File: src/rtl/csa_acc_pkg.sv
// Shared definitions for the carry-save multi-channel accumulator:
// controller state encoding and width-derivation helpers.
package csa_acc_pkg;

    typedef enum logic [1:0] {
        ST_IDLE    = 2'd0,
        ST_RESOLVE = 2'd1,
        ST_DONE    = 2'd2
    } state_e;

    function automatic int clog2(input int value);
        int result;
        result = 0;
        while ((1 << result) < value) begin
            result++;
        end
        return result;
    endfunction

    // Index width for a count of items; never narrower than one bit.
    function automatic int idx_width(input int count);
        return (count <= 1) ? 1 : clog2(count);
    endfunction

    function automatic int seg_count(input int out_len, input int seg_w);
        return out_len / seg_w;
    endfunction

endpackage

File: src/rtl/csa_segment_adder.sv
// One SEG_WIDTH-bit slice of the carry-propagate adder; reused for every
// segment of a resolve, one segment per cycle.
module csa_segment_adder #(
    parameter int SEG_WIDTH = 8
) (
    input  logic [SEG_WIDTH-1:0] iOpA,
    input  logic [SEG_WIDTH-1:0] iOpB,
    input  logic                 iCin,
    output logic [SEG_WIDTH-1:0] oSum,
    output logic                 oCout
);

    logic [SEG_WIDTH:0] total;

    assign total = {1'b0, iOpA} + {1'b0, iOpB} + {{SEG_WIDTH{1'b0}}, iCin};
    assign oSum  = total[SEG_WIDTH-1:0];
    assign oCout = total[SEG_WIDTH];

endmodule

File: src/rtl/csa_multi_accumulator.sv
// Multi-channel carry-save accumulator with a segmented, time-multiplexed
// resolve adder. Define CSA_ACC_CLEAR_ON_READ_EN to clear a channel when it is terminated.
module csa_multi_accumulator
    import csa_acc_pkg::*;
#(
    parameter  int INPUT_LENGTH  = 16,
    parameter  int OUTPUT_LENGTH = 32,
    parameter  int CHANNELS      = 4,
    parameter  int SEG_WIDTH     = 8,
    localparam int CH_W          = idx_width(CHANNELS)
) (
    input  logic                     iClk,
    input  logic                     iRstN,
    input  logic [INPUT_LENGTH-1:0]  iA,
    input  logic [CH_W-1:0]          iCh,
    input  logic                     iSigned,
    input  logic                     iAccumulate,
    input  logic                     iTerminate,
    output logic                     oReady,
    output logic [OUTPUT_LENGTH-1:0] oRes,
    output logic [CH_W-1:0]          oResCh,
    output logic                     oDone
);

    localparam int NSEG  = seg_count(OUTPUT_LENGTH, SEG_WIDTH);
    localparam int SEG_W = idx_width(NSEG);

    state_e                   state_q, state_d;
    logic                     ready_q, ready_d;
    logic                     done_q, done_d;
    logic [OUTPUT_LENGTH-1:0] res_q, res_d;
    logic [CH_W-1:0]          res_ch_q, res_ch_d;
    logic [CH_W-1:0]          ch_lat_q, ch_lat_d;
    logic [OUTPUT_LENGTH-1:0] op_a_q, op_a_d;
    logic [OUTPUT_LENGTH-1:0] op_b_q, op_b_d;
    logic [OUTPUT_LENGTH-1:0] sum_q, sum_d;
    logic                     carry_q, carry_d;
    logic [SEG_W-1:0]         seg_q, seg_d;

    logic [OUTPUT_LENGTH-1:0] s_q [CHANNELS];
    logic [OUTPUT_LENGTH-1:0] s_d [CHANNELS];
    logic [OUTPUT_LENGTH-1:0] c_q [CHANNELS];
    logic [OUTPUT_LENGTH-1:0] c_d [CHANNELS];

    logic                     ch_valid;
    logic                     accept;
    logic                     do_acc;
    logic                     do_term;
    logic [OUTPUT_LENGTH-1:0] x_ext;
    int                       seg_base;
    logic [SEG_WIDTH-1:0]     seg_a;
    logic [SEG_WIDTH-1:0]     seg_b;
    logic [SEG_WIDTH-1:0]     seg_sum;
    logic                     seg_cout;

    assign ch_valid = (int'(iCh) < CHANNELS);
    assign accept   = ready_q && (state_q == ST_IDLE) && ch_valid;
    // Accumulate wins when both requests arrive together.
    assign do_acc   = accept && iAccumulate;
    assign do_term  = accept && iTerminate && !iAccumulate;
    assign x_ext    = iSigned ? OUTPUT_LENGTH'($signed(iA)) : OUTPUT_LENGTH'(iA);

    assign seg_base = int'(seg_q) * SEG_WIDTH;
    assign seg_a    = op_a_q[seg_base +: SEG_WIDTH];
    assign seg_b    = op_b_q[seg_base +: SEG_WIDTH];

    csa_segment_adder #(
        .SEG_WIDTH (SEG_WIDTH)
    ) u_seg_adder (
        .iOpA  (seg_a),
        .iOpB  (seg_b),
        .iCin  (carry_q),
        .oSum  (seg_sum),
        .oCout (seg_cout)
    );

    // Carry-save update: the new carry is the bitwise majority, stored
    // unshifted and weighted by two when read back.
    always_comb begin
        for (int i = 0; i < CHANNELS; i++) begin
            s_d[i] = s_q[i];
            c_d[i] = c_q[i];
            if (do_acc && (int'(iCh) == i)) begin
                s_d[i] = s_q[i] ^ x_ext ^ (c_q[i] << 1);
                c_d[i] = (s_q[i] & x_ext) | (s_q[i] & (c_q[i] << 1)) |
                         (x_ext & (c_q[i] << 1));
            end
`ifdef CSA_ACC_CLEAR_ON_READ_EN
            else if (do_term && (int'(iCh) == i)) begin
                s_d[i] = '0;
                c_d[i] = '0;
            end
`endif
        end
    end

    always_comb begin
        state_d  = state_q;
        ready_d  = ready_q;
        done_d   = 1'b0;
        res_d    = res_q;
        res_ch_d = res_ch_q;
        ch_lat_d = ch_lat_q;
        op_a_d   = op_a_q;
        op_b_d   = op_b_q;
        sum_d    = sum_q;
        carry_d  = carry_q;
        seg_d    = seg_q;
        case (state_q)
            ST_IDLE: begin
                ready_d = 1'b1;
                if (do_term) begin
                    ready_d  = 1'b0;
                    state_d  = ST_RESOLVE;
                    ch_lat_d = iCh;
                    carry_d  = 1'b0;
                    seg_d    = '0;
                    for (int i = 0; i < CHANNELS; i++) begin
                        if (int'(iCh) == i) begin
                            op_a_d = s_q[i];
                            op_b_d = c_q[i] << 1;
                        end
                    end
                end
            end
            ST_RESOLVE: begin
                ready_d = 1'b0;
                carry_d = seg_cout;
                seg_d   = seg_q + SEG_W'(1);
                sum_d[seg_base +: SEG_WIDTH] = seg_sum;
                if (seg_q == SEG_W'(NSEG - 1)) begin
                    res_d    = sum_d;
                    res_ch_d = ch_lat_q;
                    done_d   = 1'b1;
                    state_d  = ST_DONE;
                end
            end
            ST_DONE: begin
                ready_d = 1'b1;
                state_d = ST_IDLE;
            end
            default: begin
                ready_d = 1'b0;
                state_d = ST_IDLE;
            end
        endcase
    end

    always_ff @(posedge iClk or negedge iRstN) begin
        if (!iRstN) begin
            state_q  <= ST_IDLE;
            ready_q  <= 1'b0;
            done_q   <= 1'b0;
            res_q    <= '0;
            res_ch_q <= '0;
            ch_lat_q <= '0;
            op_a_q   <= '0;
            op_b_q   <= '0;
            sum_q    <= '0;
            carry_q  <= 1'b0;
            seg_q    <= '0;
            for (int i = 0; i < CHANNELS; i++) begin
                s_q[i] <= '0;
                c_q[i] <= '0;
            end
        end else begin
            state_q  <= state_d;
            ready_q  <= ready_d;
            done_q   <= done_d;
            res_q    <= res_d;
            res_ch_q <= res_ch_d;
            ch_lat_q <= ch_lat_d;
            op_a_q   <= op_a_d;
            op_b_q   <= op_b_d;
            sum_q    <= sum_d;
            carry_q  <= carry_d;
            seg_q    <= seg_d;
            for (int i = 0; i < CHANNELS; i++) begin
                s_q[i] <= s_d[i];
                c_q[i] <= c_d[i];
            end
        end
    end

    assign oReady = ready_q;
    assign oDone  = done_q;
    assign oRes   = res_q;
    assign oResCh = res_ch_q;

endmodule

File: config.mk
export PLATFORM = sky130hd
export DESIGN_NAME = csa_multi_accumulator
export DESIGN_NICKNAME = d
export VERILOG_FILES = /design/src/rtl/csa_acc_pkg.sv /design/src/rtl/csa_segment_adder.sv /design/src/rtl/csa_multi_accumulator.sv
export SDC_FILE = /design/constraint.sdc
export NUM_CORES = 1
export LEC_CHECK = 0
export CAP_MARGIN = 20
export CORE_ASPECT_RATIO = 1.4
export CORE_MARGIN = 2
export CORE_UTILIZATION = 60
export CTS_CLUSTER_DIAMETER = 100
export DETAILED_ROUTE_END_ITERATION = 10
export GPL_ROUTABILITY_DRIVEN = 0
export PLACE_DENSITY = 0.88
export RECOVER_POWER = 100
export SYNTH_ARGS = -nofsm -noshare
export SYNTH_HDL_FRONTEND = slang
export SYNTH_HIERARCHICAL = 1
export SYNTH_SLANG_ARGS = --single-unit
File: constraint.sdc
create_clock -name iClk -period 9.5 [get_ports iClk]
set_input_delay 1.425 -clock iClk [delete_from_list [all_inputs] [get_ports iClk]]
set_output_delay 1.425 -clock iClk [all_outputs]
set_load 0.1 [all_outputs]
* After elaboration in Yosys (flattened, before gate mapping)
Cells that the tools add are included.
** Word-level totals
- Memories :: 0
- Logic and storage cells :: 102
- Bits in latches :: 0
- Memory bits (read-only) :: 0
- Input port bits :: 23
- Output and inout port bits :: 36
- Bits in registers :: 391
- RAM bits :: 0
** Cells by class
- Divide/modulo/power cells :: 0
- $mul :: 0
- Bitwise logic cells :: 28
- Order comparisons :: 0
- Muxes and demuxes :: 21
- Eq/ne operators :: 8
- Shifts and indexed selects :: 4
- Add/subtract/negate cells :: 4
- Reductions and logical operators :: 18
** Operators with widths (number)
- $and A31 B31 Y31 :: 12
- $mux W32 :: 9
- $xor A32 B32 Y32 :: 8
- $or A31 B31 Y31 :: 8
- $shiftx A32 B6 Y8 :: 2
- $neg A5 Y33 :: 1
- $shift A8 B33 Y32 const A :: 1
- $shiftx A8 B33 Y32 :: 1
- $bwmux W32 :: 1
- $add A8 B8 Y9 :: 1
- $add A9 B1 Y9 :: 1
- $eq A2 B2 Y1 const B :: 4
- $logic_and A1 B1 Y1 :: 8
- $pmux W2 S2 :: 2
- $reduce_and A2 Y1 :: 4
- $mux W2 :: 3
- $eq A2 B1 Y1 const B :: 2
- $logic_not A2 Y1 :: 2
- $mux W1 :: 4
- $ne A2 B2 Y1 const B :: 2
- $pmux W1 S2 :: 2
- $reduce_bool A4 Y1 :: 1
- $reduce_and A3 Y1 :: 1
- $add A2 B1 Y2 const B :: 1
- other kinds (2) :: 2

* Depth between registers and ports, before layout
Gate-level depths: netlist of run 1.
- Word-level depth :: 6
- Gate-level depth with buffers :: 14
- Gate-level depth less buffers :: 11

* Modules after synthesis
The synthesis of run 1 kept the hierarchy.
** By module, submodules not included
- csa_multi_accumulator :: cells an instance 1197, sequential area each 9759.4 µm², times used 1, area an instance 19552.5 µm²
- csa_segment_adder :: cells an instance 38, sequential area each 0.0 µm², times used 1, area an instance 312.8 µm²

* Least setup slack after synthesis of run 1
No wires, ideal clock.
- Kind :: input -> register
- Start :: input port iSigned
- End :: register s_q[16] (netlist name)
- Stages :: 3
- Setup slack :: 5.153 ns
- Setup time :: 0.125 ns
- Data required time :: 9.375 ns
- Arrival time :: 4.222 ns
- Cells stage by stage :: and2_1 fa_1 mux2_4
** On the way
- Longest elaborated chain between the ends :: 3
** RTL lines
- from (decl) :: line csa_multi_accumulator.sv:16 : input logic iSigned,
- $mux W32 :: line csa_multi_accumulator.sv:61 : assign x_ext = iSigned ? OUTPUT_LENGTH'($signed(iA)) : OUTPUT_LENGTH'(iA);
- $xor A32 B32 Y32 (2 in a row) :: line csa_multi_accumulator.sv:84 : s_d[i] = s_q[i] ^ x_ext ^ (c_q[i] << 1);
- to (signal, indexed assignment) :: line csa_multi_accumulator.sv:179 : s_q[i] <= s_d[i];
- to (decl) :: line csa_multi_accumulator.sv:40 : logic [OUTPUT_LENGTH-1:0] s_q [CHANNELS];
Every way passes these cells.
A chain may end at the register's enable or synchronous reset.

==> results.sh, run 1 <==
export IMPL_total_leakage_power_nw=9.783
export IMPL_tightestPinTransition_ns=4.278
export IMPL_max_slew_margin_pct=-185.2
export IMPL_r2r_start="seg_q[0]"
export IMPL_hold_viol_final=0
export IMPL_htreeDepth=2
export IMPL_grt_pass1_wl_um=69590
export IMPL_drt_wl_total_um=41900
export IMPL_setup_viol=0
export IMPL_hold_path_class="reg2reg"
export IMPL_outcome="finished with violations"
export IMPL_crit_path_end_kind="async pin"
export IMPL_grt_antenna_before_repair=0
export IMPL_syn_to_final_growth_pct=9.259
export IMPL_stdcell_count=1733
export IMPL_cp_top_family="buffers and inverters"
export IMPL_r2r_end="oRes[30]"
export IMPL_track_usage_pct=26.13
export IMPL_grt_max_degree=174
export IMPL_synthCells=1235
export IMPL_async_reset_ff_share_pct=100.0
export IMPL_synth_flop_cell="dfrtp_1"
export IMPL_synth_edff_count=0
export IMPL_total_power_mw=7.928
export IMPL_slowest_stage="clkbuf_2"
export IMPL_multi_input_area_um2=9413
export IMPL_p_clk_share_pct=20.1
export IMPL_internal_power_mw=4.739
export IMPL_path_class="in2async"
export IMPL_grt_setup_unrepaired="no"
export IMPL_drc=0
export IMPL_clock_fmax_ghz=0.1713
export IMPL_cts_sinks=390
export IMPL_dp_slack_ns=5.142
export IMPL_synth_area_um2=19870
export IMPL_holdPathStages=1
export IMPL_diodes=0
export IMPL_drive_gt1_share_pct=31.01
export IMPL_worst_path_buf_inv=2
export IMPL_root_buffer="clkbuf_16"
export IMPL_firstDrtPassIters=5
export IMPL_cts_setup_buffers=0
export IMPL_fin_skew_ns=0.01613
export IMPL_synth_area_leaders="dfrtp_1 (49%), mux2_2 (14%), fa_1 (12%)"
export IMPL_comb_power_share_pct=40.1
export IMPL_nets=1428
export IMPL_viasPerCell=6.347
export IMPL_reg2regPathDepth=12
export IMPL_dr_total_vias=10999
export IMPL_initial_core_util_pct=61.13
export IMPL_dp_hpwl_um=26210
export IMPL_cts_buffers=37
export IMPL_synthTopCellsByCount="dfrtp_1 (390), mux2_2 (255), fa_1 (122), mux4_2 (78), mux2_4 (60)"
export IMPL_cp_cell_sequence="buf_8 > clkbuf_2"
export IMPL_synth_area_per_cell_um2=16.09
export IMPL_die_y_um=219.3
export IMPL_grt_overflow=0
export IMPL_yosysWarnings=6
export IMPL_ant_nets=0
export IMPL_hold_buffers=0
export IMPL_slowest_delay_ns=2.93
export IMPL_die_w_um=157.8
export IMPL_yosysUniqueCellTypes=48
export IMPL_cts_tree="built"
export IMPL_rows=78
export IMPL_power_density_nw_per_um2=365.3
export IMPL_ys_seq_elements=390
export IMPL_hp_start="s_q[31]"
export IMPL_nFillCells=2123
export IMPL_reg2reg_slack_ns=4.79
export IMPL_clk_path_buf_depth=3
export IMPL_setup_slack_ns=3.661
export IMPL_slew_violations=540
export IMPL_hold_end="s_q[31]"
export IMPL_fin_crit_ns=5.839
export IMPL_power_switching_mw=3.189
export IMPL_cts_resized_gates=0
export IMPL_seq_power_share_pct=39.7
export IMPL_clk_insertion_delay_late_ns=0.54
export IMPL_dr_first_iter_drc_count=587
export IMPL_synth_top_cell_area_share_pct=49.13
export IMPL_dpl_cell_count=1664
export IMPL_synth_area_leader_cell="dfrtp_1"
export IMPL_worst_ep_arrival_time_ns=5.48
export IMPL_die_area_um2=34600
export IMPL_syn_nets=1397
export IMPL_coreArea_um2=32500
export IMPL_seqCellArea_um2=9759
export IMPL_crit_fanout=173
export IMPL_path_clk_slew_ns=0.07
export IMPL_critPathLaunchType="input pin"
export IMPL_whs_ns=0.4744
export IMPL_seq_area_frac_synth_pct=49.13
export IMPL_violations="capacitance limit, slew limit"
export IMPL_switching_share_pct=40.22
export IMPL_synth_most_common_cell="dfrtp_1"
export IMPL_fin_crit_sh_pct=61.46
export IMPL_irDropWorstVdd_mv=0.2318
export IMPL_critPathRequiredTime_ns=9.14
export IMPL_grt_pass1_vias=12315
export IMPL_setup_tns_ns=0
export IMPL_wl_per_cell_um=24.18
export IMPL_pin_count=59
export IMPL_port_buffers=58
export IMPL_maxCapViolCount=8
## kinds of logic after synthesis
logic type               count (synthesis)  share of synthesized area, %
AO/OA/AOI/OAI                          122                         4.277
XOR/XNOR                                 9                        0.3968
adder cells (fa/ha/maj)                139                         13.37
buffers and inverters                   85                         2.274
flip-flops                             390                         49.13
multiplexers                           394                         27.88
AND/OR/NAND/NOR                         96                         2.677
## metal layers
| metal | wire length (um) | track usage (%) | up-vias |
|---|---|---|---|
| li1 | - | - | 4572 |
| met1 | 15700 | 32.92 | 5995 |
| met2 | 22620 | 45.61 | 311 |
| met3 | 1729 | 3.456 | 121 |
| met4 | 1853 | 10.88 | 0 |
| met5 | 0 | 0 | - |
## final cells by class
cell class / instances / area share, %
tap: 440 / 2.536
timing repair buffer: 71 / 3.078
clock buffer: 51 / 4.842
clock inverter: 15 / 1.107
inverter: 6 / 0.1038
sequential: 390 / 44.96
multi-input combinational: 760 / 43.37
## worst max-delay path by stage
stage	endpoint	slack, ns	startpoint	depth (start not counted)
floorplan	s_q[16]	5.15	iSigned	3
global placement	s_q[85]	5.25	iA[15]	4
detailed placement	s_q[84]	5.14	iA[15]	4
CTS	oRes[30]	5.63	seg_q[0]	10
global route	oRes[20]	2.81	iRstN	2
finish	s_q[99]	3.66	iRstN	2
## layout by cell type, fill, tap and decap left out, types with 3 or more instances in the layout
master             n
and3_1             4
dfrtp_1          390
clkbuf_16         39
a31oi_1            9
mux2_1            63
clkinv_4           3
buf_4              3
inv_1              6
nor2b_1           20
fa_1             122
clkinv_2           5
a21oi_1           44
nand2_1           13
and3b_1            6
a21boi_0           4
a22o_1            32
xnor2_1            8
mux4_2            78
bufinv_16          6
ha_1              17
nand3_1            3
mux2_2           250
clkbuf_8           3
dlygate4sd3_1     38
o21ai_0            5
a32oi_1           16
nor2_1            35
clkbuf_1          16
clkdlybuf4s50_1   17
## power by group through the flow
stage	registers (mW)	clock network [mW]	logic [mW]
floorplan	3.45	0	1.99
global placement	3.11	0	3.07
detailed placement	3.17	0	3.27
CTS	3.16	1.61	3.33
global route	3.26	1.69	3.44
finish	3.15	1.60	3.18
## flip-flops by register name (all words and copies together) (netlist names)
register	count
op_a_q	32
sum_q	32
oRes	32
oDone	1
op_b_q	31
c_q	124
oResCh	2
ch_lat_q	2
s_q	128
seg_q	2
state_q	2
carry_q	1
oReady	1
## metrics by stage
stage	cell area, um2	util [%]
after CTS	21970	67.61
after detailed placement	20680	63.63
after global placement	20670	63.62
after floorplan	19870	-
final	21700	66.79
after global routing	21700	66.79
(Power assumes the default switching activity.)
==> run 2: changes to the inputs <==
- clock period: 9.5 -> 6 ns (I/O delays scaled with it)
==> run 2 against run 1 <==
Compared with the run above: sequential cell count stayed put; die area stayed put; cell count hardly changed; the run still ends with capacitance limit, slew limit left; final area is 0.50% higher; via count is 0.71% lower; critical path depth is 3 higher; count of clock-buffer cells in the layout is 3 lower; combinational power is 59% higher; largest power group unchanged; clock skew is 0.0035 ns lower.
==> results.sh, run 2 (synthesis results as in run 1) <==
export IMPL_tightestPinTransition_ns=3.908
export IMPL_grt_pass1_vias=12244
export IMPL_place_area_um2=20700
export IMPL_holdPathStages=1
export IMPL_grt_pass1_wl_um=68600
export IMPL_syn_to_final_growth_pct=9.807
export IMPL_pin_count=59
export IMPL_die_area_um2=34600
export IMPL_nFillCells=2063
export IMPL_drt_wl_total_um=41400
export IMPL_drive_gt1_share_pct=31.92
export IMPL_hold_buffers=0
export IMPL_worst_ep_arrival_time_ns=5.23
export IMPL_crit_path_end_kind="flip-flop"
export IMPL_setup_tns_ns=0
export IMPL_dp_slack_ns=2.135
export IMPL_wl_per_cell_um=23.87
export IMPL_r2r_end="oRes[14]"
export IMPL_mostFrequentLayoutCell="dfrtp_1"
export IMPL_power_density_nw_per_um2=578.6
export IMPL_r2r_start="seg_q[0]"
export IMPL_coreArea_um2=32500
export IMPL_grt_max_degree=176
export IMPL_fin_skew_ns=0.01266
export IMPL_cts_tree="built"
export IMPL_irDropWorstVdd_mv=0.3675
export IMPL_hold_path_class="reg2reg"
export IMPL_seqCellArea_um2=9759
export IMPL_initial_core_util_pct=61.13
export IMPL_htreeDepth=2
export IMPL_dr_first_iter_drc_count=736
export IMPL_largest_reg_flops=128
export IMPL_hold_viol_final=0
export IMPL_path_class="in2reg"
export IMPL_crit_fanout=53
export IMPL_nets=1429
export IMPL_total_leakage_power_nw=9.828
export IMPL_viasPerCell=6.298
export IMPL_cts_buffers=37
export IMPL_reg2regPathDepth=10
export IMPL_setup_slack_ns=1.183
export IMPL_dpl_cell_count=1665
export IMPL_die_w_um=157.8
export IMPL_ant_nets=0
export IMPL_root_buffer="clkbuf_16"
export IMPL_clk_insertion_delay_late_ns=0.54
export IMPL_grt_antenna_before_repair=0
export IMPL_fin_crit_sh_pct=80.29
export IMPL_postLayoutCellArea_um2=21810
export IMPL_dr_total_vias=10921
export IMPL_maxCapViolCount=7
export IMPL_cts_resized_gates=0
export IMPL_max_slew_margin_pct=-160.6
export IMPL_grt_setup_unrepaired="no"
export IMPL_total_power_mw=12.62
export IMPL_critPathLaunchType="input pin"
export IMPL_dp_hpwl_um=26500
export IMPL_hp_start="s_q[31]"
export IMPL_outcome="finished with violations"
export IMPL_clock_fmax_ghz=0.2076
export IMPL_final_cell_mix="dfrtp_1 (390), mux2_2 (253), fa_1 (122)"
export IMPL_hold_end="s_q[31]"
export IMPL_rows=78
export IMPL_firstDrtPassIters=5
export IMPL_violations="capacitance limit, slew limit"
export IMPL_multi_input_area_um2=9459
export IMPL_path_clk_slew_ns=0.07
export IMPL_diodes=0
export IMPL_setup_viol=0
export IMPL_clk_path_buf_depth=3
export IMPL_drc=0
export IMPL_fin_crit_ns=4.817
export IMPL_reg2reg_slack_ns=1.42
export IMPL_cts_setup_buffers=0
export IMPL_stdcell_count=1734
export IMPL_cts_sinks=390
export IMPL_reg_largest_list="s_q: 128 flops, c_q: 124 flops"
export IMPL_largest_register="s_q"
export IMPL_grt_overflow=0
export IMPL_critPathRequiredTime_ns=6.41
export IMPL_slew_violations=310
export IMPL_die_y_um=219.3
export IMPL_port_buffers=58
export IMPL_track_usage_pct=25.79
run 2: changes by cell type in the layout (fill, tap and decap cells not counted), moves of 3 or more:
cell | previous run | this run
clkbuf_1 | 16 | 11
clkinv_2 | 5 | 10
mux2_1 | 63 | 59
buf_12 | 0 | 3
clkbuf_8 | 3 | 6
clkinv_4 | 3 | 0
mux2_2 | 250 | 253
run 2: cell type report:
class	count	area share, %
inverter	6	0.1032
clock buffer	48	4.904
multi-input combinational	760	43.36
tap	440	2.524
sequential	390	44.74
timing repair buffer	72	3.132
clock inverter	18	1.233
run 2: how the worst max path moves through the flow:
stage                            from        to  cells after the start
final                     iAccumulate   c_q[71]                      5
after global routing      iAccumulate  seg_q[0]                      4
after global placement    iAccumulate    c_q[8]                      5
after floorplan               iSigned   s_q[16]                      3
after CTS                    seg_q[0]  oRes[14]                     10
after detailed placement       iA[15]   s_q[18]                      4
run 2: metrics by stage:
stage          utilization (%)  hold slack (ns)
2_1_floorplan                -           0.4412
3_3_place_gp             63.70           0.4574
3_5_place_dp             63.70           0.4650
4_1_cts                  67.82           0.3340
5_1_grt                  67.12           0.4884
6_report                 67.12           0.4777
run 2: worst max-delay path, stage by stage:
cell,delay [ns]
dlygate4sd3_1,0.58
and4bb_1,0.35
nand3_4,0.23
clkbuf_1,2.56
mux2_2,0.52
run 2: report_power, final:
part           switching (mW)  internal [mW]  total (mW)
clock network            1.03           1.56        2.59
registers                1.18           3.80        4.98
logic                    2.84           2.21        5.05
total                    5.04           7.58        12.6
run 2: routing by layer:
layer	track usage (%)	vias up	wire (um)
li1	-	4566	-
met1	32.40	5921	15540
met2	45.01	330	22430
met3	3.515	104	1739
met4	10.76	0	1695
met5	0	-	0
==> run 3: changes to the inputs <==
- CORE_UTILIZATION: 60 -> 56
- PLACE_DENSITY: 0.88 -> 0.86
- clock period: 6 -> 4.2 ns (I/O delays scaled with it)
==> run 3 against run 2 <==
Compared with the run above: the flow still finishes with violations (capacitance limit, slew limit); via count increased by 0.74%; combinational power increased by 43%; first-iteration DRC count increased by 26%; sequential share of layout area about the same; sequential cell count unchanged; sequential power increased by 43%; count of clock-buffer cells in the layout decreased by 3; cell count increased by 1.4%; non-clock buffer count increased by 13; critical endpoint is now c_q[114]; largest cell class unchanged.
==> results.sh, run 3 (synthesis results as in run 1) <==
export IMPL_dr_total_vias=11002
export IMPL_slowest_stage="clkbuf_1"
export IMPL_hold_buffers=0
export IMPL_grt_overflow=0
export IMPL_nets=1441
export IMPL_fin_crit_sh_pct=89.13
export IMPL_power_density_nw_per_um2=818.6
export IMPL_setup_viol=0
export IMPL_max_slew_margin_pct=-90.30
export IMPL_firstDrtPassIters=5
export IMPL_cts_buffers=36
export IMPL_outcome="finished with violations"
export IMPL_crit_path_end_kind="flip-flop"
export IMPL_die_y_um=226.9
export IMPL_cts_resized_gates=0
export IMPL_clk_path_buf_depth=3
export IMPL_final_cell_mix="dfrtp_1 (390), mux2_2 (255), fa_1 (122)"
export IMPL_path_clk_slew_ns=0.07
export IMPL_slew_violations=349
export IMPL_die_w_um=163.2
export IMPL_nFillCells=2400
export IMPL_violations="capacitance limit, slew limit"
export IMPL_fin_crit_ns=3.744
export IMPL_pin_count=59
export IMPL_largest_reg_flops=128
export IMPL_cts_setup_buffers=0
export IMPL_cts_tree="built"
export IMPL_viasPerCell=6.255
export IMPL_hold_path_class="reg2reg"
export IMPL_reg_largest_list="s_q: 128 flops, c_q: 124 flops"
export IMPL_total_leakage_power_nw=9.824
export IMPL_track_usage_pct=24.59
export IMPL_maxCapViolCount=8
export IMPL_dp_hpwl_um=28150
export IMPL_mostFrequentLayoutCell="dfrtp_1"
export IMPL_setup_tns_ns=0
export IMPL_irDropWorstVdd_mv=0.6385
export IMPL_port_buffers=58
export IMPL_wl_per_cell_um=24.14
export IMPL_initial_core_util_pct=56.82
export IMPL_drc=0
export IMPL_cp_top_family="buffers and inverters"
export IMPL_critPathLaunchType="input pin"
export IMPL_fin_skew_ns=0.01516
export IMPL_drt_wl_total_um=42460
export IMPL_rows=81
export IMPL_worst_ep_arrival_time_ns=4.16
export IMPL_syn_to_final_growth_pct=9.926
export IMPL_grt_setup_unrepaired="no"
export IMPL_clock_fmax_ghz=0.2671
export IMPL_cp_cell_sequence="dlygate4sd3_1 > and4bb_1 > nand2_1 > clkbuf_1 > buf_4 > mux2_2"
export IMPL_clk_insertion_delay_late_ns=0.53
export IMPL_worst_path_buf_inv=3
export IMPL_die_area_um2=37020
export IMPL_grt_pass1_wl_um=70110
export IMPL_ant_nets=0
export IMPL_grt_max_degree=105
export IMPL_largest_register="s_q"
export IMPL_drive_gt1_share_pct=32.10
export IMPL_slowest_delay_ns=1.17
export IMPL_total_power_mw=17.88
export IMPL_crit_fanout=20
export IMPL_tightestPinTransition_ns=2.855
export IMPL_coreArea_um2=34960
export IMPL_hold_viol_final=0
export IMPL_grt_antenna_before_repair=1
export IMPL_htreeDepth=2
export IMPL_root_buffer="clkbuf_16"
export IMPL_cts_sinks=390
export IMPL_path_class="in2reg"
export IMPL_dr_first_iter_drc_count=927
export IMPL_grt_pass1_vias=12416
export IMPL_critPathRequiredTime_ns=4.62
run 3: changes by cell type in the layout (fill, tap and decap cells not counted), moves of 3 or more:
cell	before	now
buf_12	3	6
mux2_1	59	54
clkbuf_1	11	14
clkbuf_2	0	6
clkinv_2	10	2
mux2_4	3	6
clkbuf_8	6	3
clkinvlp_4	0	5
buf_4	5	8
run 3: worst register-to-register path: cells and delay by family, from the launching register on:
family | cells | cell delay (ns)
buf+inv | 2 | 1.52
simple gates | 2 | 1.14
mux | 1 | 0.35
flops | 1 | 0.47
run 3: area by class of cell:
| cell class | instances | area, um2 | share of cell area (%) |
|---|---|---|---|
| sequential | 390 | 9759 | 44.69 |
| multi-input combinational | 760 | 9422 | 43.14 |
| clock buffer | 45 | 985.9 | 4.515 |
| timing repair buffer | 85 | 799.5 | 3.661 |
| tap | 456 | 570.5 | 2.613 |
| clock inverter | 16 | 275.3 | 1.261 |
| inverter | 6 | 22.52 | 0.1031 |
| antenna | 1 | 2.502 | 0.01146 |
run 3: per-layer routing:
metal	track usage [%]	wire length, um	vias up	part of all wire, %
met2	43.00	22900	346	54
met1	30.24	15700	5953	37
met4	11.88	2052	0	4.8
met5	0	0	-	0
li1	-	-	4594	-
met3	3.201	1803	109	4.2
run 3: where the power goes:
part           switching, mW  internal (mW)
Sequential              1.69           5.44
Clock                   1.44           2.10
Combinational           4.03           3.18
run 3: per-stage QoR:
| step | cell area [um2] | utilization [%] | cells | worst slack [ns] | hold slack [ns] |
|---|---|---|---|---|---|
| 5_1_grt | 21840 | 62.45 | 1759 | 0.2857 | 0.4885 |
| 3_5_place_dp | 20940 | 59.87 | 1696 | 0.7439 | 0.4667 |
| 3_3_place_gp | 20920 | 59.82 | 1695 | 0.8784 | 0.4584 |
| 2_1_floorplan | 19870 | - | 1235 | 0.6481 | 0.3344 |
| 6_report | 21840 | 62.45 | 1759 | 0.4564 | 0.4738 |
| 4_1_cts | 22200 | 63.48 | 1757 | 0.6488 | 0.1921 |
run 3: path summary, 6_finish.rpt:
kind | slack (ns) | cells after the start | start | end
min reg2reg | 0.47 | 1 | s_q[63] | s_q[63]
max reg2reg | 0.61 | 5 | state_q[1] | c_q[114]
max | 0.46 | 6 | iAccumulate | c_q[114]
min in group asynchronous | 1.00 | 1 | iRstN | c_q[45]
max in group asynchronous | 1.13 | 2 | iRstN | s_q[68]
min | 0.47 | 1 | s_q[63] | s_q[63]
